$ cat src/rtl/matmul_pkg.sv
// Shared types and default sizes for the matmul datapath (feeder, multiplier, benches).
package matmul_pkg;

  typedef enum logic [1:0] {
    S_LOAD_X,
    S_LOAD_Y,
    S_START,
    S_WAIT
  } feeder_state_t;

  localparam int DATA_WIDTH_DEF  = 32;
  localparam int ADDR_WIDTH_DEF  = 6;
  localparam int VECTOR_SIZE_DEF = 8;

  function automatic logic [31:0] sat_inc32(input logic [31:0] v);
    return (v == 32'hFFFF_FFFF) ? v : v + 32'd1;
  endfunction

endpackage

$ cat src/rtl/matmul_feeder.sv
// Streams x then y vectors into the multiplier's write ports, pulses start, waits for done.
// Optional MATMUL_FEEDER_CYCLE_COUNT_EN adds a cycle_count port measuring S_WAIT duration.
module matmul_feeder
  import matmul_pkg::*;
#(
  parameter int DATA_WIDTH  = DATA_WIDTH_DEF,
  parameter int ADDR_WIDTH  = ADDR_WIDTH_DEF,
  parameter int VECTOR_SIZE = VECTOR_SIZE_DEF
) (
  input  logic                  clock,
  input  logic                  reset,
  input  logic [DATA_WIDTH-1:0] in_data,
  input  logic                  in_valid,
  output logic                  in_ready,
  output logic [ADDR_WIDTH-1:0] x_wr_addr,
  output logic                  x_wr_en,
  output logic [DATA_WIDTH-1:0] x_din,
  output logic [ADDR_WIDTH-1:0] y_wr_addr,
  output logic                  y_wr_en,
  output logic [DATA_WIDTH-1:0] y_din,
  output logic                  start,
  input  logic                  done,
  output logic                  busy
`ifdef MATMUL_FEEDER_CYCLE_COUNT_EN
  ,
  output logic [31:0]           cycle_count
`endif
);

  localparam logic [ADDR_WIDTH-1:0] LAST_IDX = ADDR_WIDTH'(VECTOR_SIZE - 1);

  feeder_state_t         state_q, state_d;
  logic [ADDR_WIDTH-1:0] idx_q, idx_d;
  logic                  start_q, start_d;
  logic                  busy_q, busy_d;
  logic                  armed_q, armed_d;
  logic                  x_we_d, y_we_d;

  logic [ADDR_WIDTH-1:0] x_addr_q, y_addr_q;
  logic [DATA_WIDTH-1:0] x_din_q, y_din_q;
  logic                  x_en_q, y_en_q;

  logic accept, last_beat, consume;

  assign in_ready  = (state_q == S_LOAD_X) || (state_q == S_LOAD_Y);
  assign accept    = in_valid && in_ready;
  assign last_beat = accept && (idx_q == LAST_IDX);
  // done only counts once a low level has been seen in S_WAIT, so a stale high never ends a batch.
  assign consume   = (state_q == S_WAIT) && armed_q && done;

  // NOTE: sequential state uses non-blocking assignments so every register samples pre-edge values.
  always_ff @(posedge clock) begin
    if (!reset) begin
      state_q <= S_LOAD_X;
      idx_q   <= '0;
      start_q <= 1'b0;
      busy_q  <= 1'b0;
      armed_q <= 1'b0;
    end else begin
      state_q <= state_d;
      idx_q   <= idx_d;
      start_q <= start_d;
      busy_q  <= busy_d;
      armed_q <= armed_d;
    end
  end

  // NOTE: defaulting every always_comb output first keeps the block free of inferred latches.
  always_comb begin
    state_d = state_q;
    unique case (state_q)
      S_LOAD_X: if (last_beat) state_d = S_LOAD_Y;
      S_LOAD_Y: if (last_beat) state_d = S_START;
      S_START:  state_d = S_WAIT;
      S_WAIT:   if (consume) state_d = S_LOAD_X;
      default:  state_d = S_LOAD_X;
    endcase
  end

  always_comb begin
    idx_d   = idx_q;
    start_d = 1'b0;
    busy_d  = busy_q;
    armed_d = armed_q;
    x_we_d  = 1'b0;
    y_we_d  = 1'b0;
    if (accept) begin
      idx_d = last_beat ? '0 : idx_q + ADDR_WIDTH'(1);
    end
    unique case (state_q)
      S_LOAD_X: begin
        x_we_d = accept;
        if (accept) busy_d = 1'b1;
      end
      S_LOAD_Y: y_we_d = accept;
      S_START:  start_d = 1'b1;
      S_WAIT: begin
        if (consume) begin
          armed_d = 1'b0;
          busy_d  = 1'b0;
        end else if (!done) begin
          armed_d = 1'b1;
        end
      end
      default: ;
    endcase
  end

  // Address and data only move on an accepted beat; the enable alone marks gaps.
  always_ff @(posedge clock) begin
    if (!reset) begin
      x_en_q   <= 1'b0;
      x_addr_q <= '0;
      x_din_q  <= '0;
    end else begin
      x_en_q <= x_we_d;
      if (x_we_d) begin
        x_addr_q <= idx_q;
        x_din_q  <= in_data;
      end
    end
  end

  always_ff @(posedge clock) begin
    if (!reset) begin
      y_en_q   <= 1'b0;
      y_addr_q <= '0;
      y_din_q  <= '0;
    end else begin
      y_en_q <= y_we_d;
      if (y_we_d) begin
        y_addr_q <= idx_q;
        y_din_q  <= in_data;
      end
    end
  end

  assign x_wr_en   = x_en_q;
  assign x_wr_addr = x_addr_q;
  assign x_din     = x_din_q;
  assign y_wr_en   = y_en_q;
  assign y_wr_addr = y_addr_q;
  assign y_din     = y_din_q;
  assign start     = start_q;
  assign busy      = busy_q;

`ifdef MATMUL_FEEDER_CYCLE_COUNT_EN
  logic [31:0] cnt_q, cnt_d, cc_q, cc_d;

  // Captured value includes the consume edge itself, i.e. every edge sampled in S_WAIT.
  always_comb begin
    cnt_d = cnt_q;
    cc_d  = cc_q;
    if (state_q == S_START)     cnt_d = '0;
    else if (state_q == S_WAIT) cnt_d = sat_inc32(cnt_q);
    if (consume)                cc_d  = sat_inc32(cnt_q);
  end

  always_ff @(posedge clock) begin
    if (!reset) begin
      cnt_q <= '0;
      cc_q  <= '0;
    end else begin
      cnt_q <= cnt_d;
      cc_q  <= cc_d;
    end
  end

  assign cycle_count = cc_q;
`endif

endmodule

$ cat config.mk
export PLATFORM = sky130hd
export DESIGN_NAME = matmul_feeder
export DESIGN_NICKNAME = d
export VERILOG_FILES = /design/src/rtl/matmul_pkg.sv /design/src/rtl/matmul_feeder.sv
export SDC_FILE = /design/constraint.sdc
export NUM_CORES = 1
export LEC_CHECK = 0
export BUFFER_PORTS_ARGS = -buffer_cell sky130_fd_sc_hd__buf_2
export CAP_MARGIN = 20
export CORE_AREA = 4 4 74 103
export CTS_CLUSTER_SIZE = 28
export DETAILED_ROUTE_END_ITERATION = 7
export DIE_AREA = 0 0 78 107
export HOLD_SLACK_MARGIN = 0.05
export PLACE_DENSITY = 0.81
export SLEW_MARGIN = 0
export SYNTH_ARGS = -nofsm -noshare
export SYNTH_HDL_FRONTEND = slang
export SYNTH_SLANG_ARGS = --single-unit
$ cat constraint.sdc
create_clock -name clock -period 3.59 [get_ports clock]
set_input_delay 0.5385 -clock clock [delete_from_list [all_inputs] [get_ports clock]]
set_output_delay 0.5385 -clock clock [all_outputs]
set_load 0.005 [all_outputs]
After elaboration in Yosys (flattened, before gate mapping). Cells that the tools add are included. Widths: inputs -> output; s select.

Multiplexer cells: 13. Add/sub/neg operators: 1. Eq/ne operators: 9. Reduce and logical (&&, ||, !) cells: 10.

Operators by type and width (count): $ne 2x2->1 const B (4); $pmux 2 s4 (1); $mux 1 (7); $add 6x1->6 const B (1); $eq 6x3->1 const B (1); $mux 2 (3); $mux 6 (1); $reduce_and 3->1 (2); $eq 2x2->1 const B (2); $logic_and 1x1->1 (4); $eq 2x1->1 const B (1); $logic_not 2->1 (1); $ne 2x1->1 const B (1); $pmux 1 s2 (1); $reduce_and 2->1 (1); $reduce_bool 2->1 (1); $logic_or 1x1->1 (1).

Word-level logic and storage cells: 44. Bits in registers: 89. Input port bits: 36.

Depth between registers and ports, before layout.
Depth in word-level cells: 6. Gate-level depth with buffers: 7.

Least setup slack after synthesis. Ideal clock, no wire load.

Path type: register to output. From: register state_q[1]. To: output in_ready. Path slack: 2043 ps. Cell stages (with the launch flop): 4. Data required time: 3052 ps. Arrival: 1009 ps. Buffers on the path: 0. Cell sequence: dfxtp_1 -> inv_1 -> ha_1 -> or2_2.

Cells in the longest elaborated chain, start to end: 2. Elaborated cells between the ends (all ways): 3. Those cells by class: eq/ne: 1; reduce/logical: 2.

RTL lines: from (decl) (RTL line matmul_feeder.sv:32) `feeder_state_t state_q, state_d;`; from (signal assigned) (RTL line matmul_feeder.sv:60) `state_q <= state_d;`; $eq 2x1->1 or $logic_not 2->1 (tied branches) (RTL line matmul_feeder.sv:45) `assign in_ready = (state_q == S_LOAD_X) || (state_q == S_LOAD_Y);`; $logic_or 1x1->1 * (RTL line matmul_feeder.sv:45); to (decl) (RTL line matmul_feeder.sv:14) `output logic in_ready,`.

Every way passes the cells marked *; elsewhere a longest branch is shown, timed or not.

Worst setup path in the final report.
From: register state_q[0]. To: output in_ready.

Same word-level chain as after synthesis.

==> flow_metrics.env <==
export IMPL_status="complete, no violations"
export IMPL_layout_commonest_cell="nand2_1"
export IMPL_dpl_hpwl_um=5920
export IMPL_clkLatencyLatePin_ns=0.34
export IMPL_p_leak_nw=1.85
export IMPL_grt_max_degree=63
export IMPL_utilization=0.640
export IMPL_drt_iter0_drc=137
export IMPL_cts_resized=0
export IMPL_r2r_setup_slack_ns=1.54
export IMPL_yosysUniqueCellTypes=30
export IMPL_worstPathArrival_ns=1.59
export IMPL_globalRouteMet2Util=0.341
export IMPL_fin_cells=603
export IMPL_pin_count=117
export IMPL_yosysWarnings=0
export IMPL_coreArea_um2=6610
export IMPL_layout_min_cycle_time_ns=2.13
export IMPL_drive_gt1_frac=0.268
export IMPL_gp_congestion=0.793
export IMPL_hold_end="y_din[18]"
export IMPL_fmax_ghz=0.470
export IMPL_layout_common_cells="nand2_1 (165), buf_2 (116), dfxtp_1 (89)"
export IMPL_drt_pre_antenna_iters=4
export IMPL_synth_nets=445
export IMPL_irDropWorstVdd_mv=0.342
export IMPL_hold_path_depth=3
export IMPL_synth_area_um2=3450
export IMPL_worstPathRequired_ns=3.05
export IMPL_dieArea_um2=8350
export IMPL_row_count=35
export IMPL_cts_buffers=9
export IMPL_crit_fanout=7
export IMPL_r2r_start="state_q[1]"
export IMPL_clkTransAtPathRegs_ns=0.08
export IMPL_antenna_found_initial=0
export IMPL_antenna_cells=0
export IMPL_die_w_um=78
export IMPL_syn_mean_instance_area_um2=8.55
export IMPL_cp_start_kind="flip-flop"
export IMPL_use_met3=0.0471
export IMPL_worst_r2r_path_depth=6
export IMPL_htreeDepth=3
export IMPL_crit_type="reg -> out"
export IMPL_dp_cells=589
export IMPL_grt_busiest_layer="met2"
export IMPL_vias=3004
export IMPL_clock_path_buffers=2
export IMPL_finalSetupViolations=0
export IMPL_grt_pass1_vias=2834
export IMPL_worst_pin_slew_ns=0.850
export IMPL_die_y_um=107
export IMPL_clkSinkCount=89
export IMPL_endpoint_kind="output pin"
export IMPL_grt_util_met1=0.238
export IMPL_finalHoldViolCount=0
export IMPL_io_buffers=116
export IMPL_grt_overflow_total=0
export IMPL_initial_core_util=0.521
export IMPL_fin_crit_sh=0.593
export IMPL_crit_path_start="state_q[0]"
export IMPL_wire_per_inst_um=13.3
export IMPL_relSlewSlack=0.433
export IMPL_vias_per_cell=4.98
export IMPL_hold_path_class="in -> reg"
export IMPL_drc=0
export IMPL_rsz0062_at_grt="no"
export IMPL_cts_hold_fix_buffers=0
export IMPL_wirelength_um=7990
export IMPL_powerDensity_nw_per_um2=427
export IMPL_r2r_end="y_din[25]"
export IMPL_cts_tree="built"
export IMPL_root_buffer="clkbuf_8"
export IMPL_syn_to_final_growth_pct=22.8
export IMPL_synth_seq_area_share=0.517
export IMPL_finalNetCount=550
export IMPL_grt_pass1_wl_um=13400
export IMPL_post_cts_setup_buffers=0
export IMPL_drv_cap=0
export IMPL_syn_inst=403
export IMPL_fin_worst_skew_ns=0.00618
export IMPL_synth_seq_cells=89
export IMPL_min_delay_start="in_data[18]"
export IMPL_final_setup_tns_ns=0
export IMPL_track_usage=0.200
export IMPL_drv_slew=0
export IMPL_ant_nets=0
cells in the mapped netlist, drive strengths merged:
| cell | instances | area [um2] |
|---|---|---|
| nor2 | 1 | 3.75 |
| o21a | 1 | 7.51 |
| o311ai | 1 | 8.76 |
| a21boi | 80 | 601 |
| a21oi | 1 | 5.00 |
| xor2 | 1 | 8.76 |
| or2 | 1 | 6.26 |
| buf | 14 | 82.6 |
| or3 | 1 | 6.26 |
| mux2i | 1 | 10.0 |
| nor4 | 1 | 6.26 |
| clkbuf | 13 | 48.8 |
| nand2 | 165 | 619 |
| xnor2 | 3 | 26.3 |
| o211a | 1 | 10.0 |
| o21ai | 2 | 13.8 |
| and3 | 3 | 18.8 |
| nor3 | 2 | 10.0 |
| nand3 | 2 | 10.0 |
| and2 | 6 | 37.5 |
| a31oi | 1 | 6.26 |
| o211ai | 1 | 7.51 |
| dfxtp | 89 | 1780 |
| ha | 6 | 75.1 |
| nand4 | 3 | 25.0 |
| inv | 3 | 11.3 |
routing by layer:
metal,routed length [um],part of all wire
met5,0,0
met4,237,0.030
met3,468,0.059
met2,3970,0.50
met1,3310,0.41
power breakdown:
group,total (mW),internal [mW],switching [mW]
clock,0.657,0.332,0.324
combinational,0.125,0.0569,0.0683
sequential,1.02,1.01,0.0137
worst max-delay path: stages, from the launching register on:
cell,delay [ns]
dfxtp_1,0.39
inv_1,0.11
ha_1,0.28
or2_2,0.34
buf_2,0.14
flip-flops by register name, summed over array words and instances (netlist names):
| signal | cells |
|---|---|
| x_din | 32 |
| y_din | 32 |
| idx_q | 6 |
| x_wr_addr | 6 |
| y_wr_addr | 6 |
| state_q | 2 |
| armed_q | 1 |
| busy | 1 |
| start | 1 |
| x_wr_en | 1 |
| y_wr_en | 1 |
stage by stage:
stage          power, mW  setup slack [ns]  hold slack (ns)  instance area, um2
5_1_grt             1.88              1.30            0.441                4230
4_1_cts             1.83              1.44            0.433                4230
2_1_floorplan       1.11              2.04            0.451                3450
3_3_place_gp        1.17              1.64            0.443                4050
3_5_place_dp        1.17              1.52            0.453                4050
6_report            1.81              1.46            0.448                4230
how the worst max path moves through the flow:
stage / to / slack [ns] / cells after the start
final: in_ready / 1.46 / 4
after global routing: y_din[24] / 1.30 / 6
after CTS: in_ready / 1.44 / 4
after detailed placement: y_din[25] / 1.52 / 6
after global placement: x_din[9] / 1.64 / 6
after floorplan: in_ready / 2.04 / 3
cell families after synthesis:
family	count (synthesis)	synth area share
fa+ha+maj	6	0.0218
mux	1	0.00290
flops	89	0.517
xor+xnor	4	0.0102
compound gates	88	0.191
simple gates	185	0.216
buf+inv	30	0.0414
layout make-up:
class                           instances  area (um2)
Inverter                                3        11.3
Multi-Input combinational cell        284        1520
Sequential cell                        89        1780
Timing Repair Buffer                  121         618
Fill cell                             578        2380
Clock inverter                          3        42.5
Tap cell                               92         115
Clock buffer                           11         141
(Power assumes the default switching activity.)
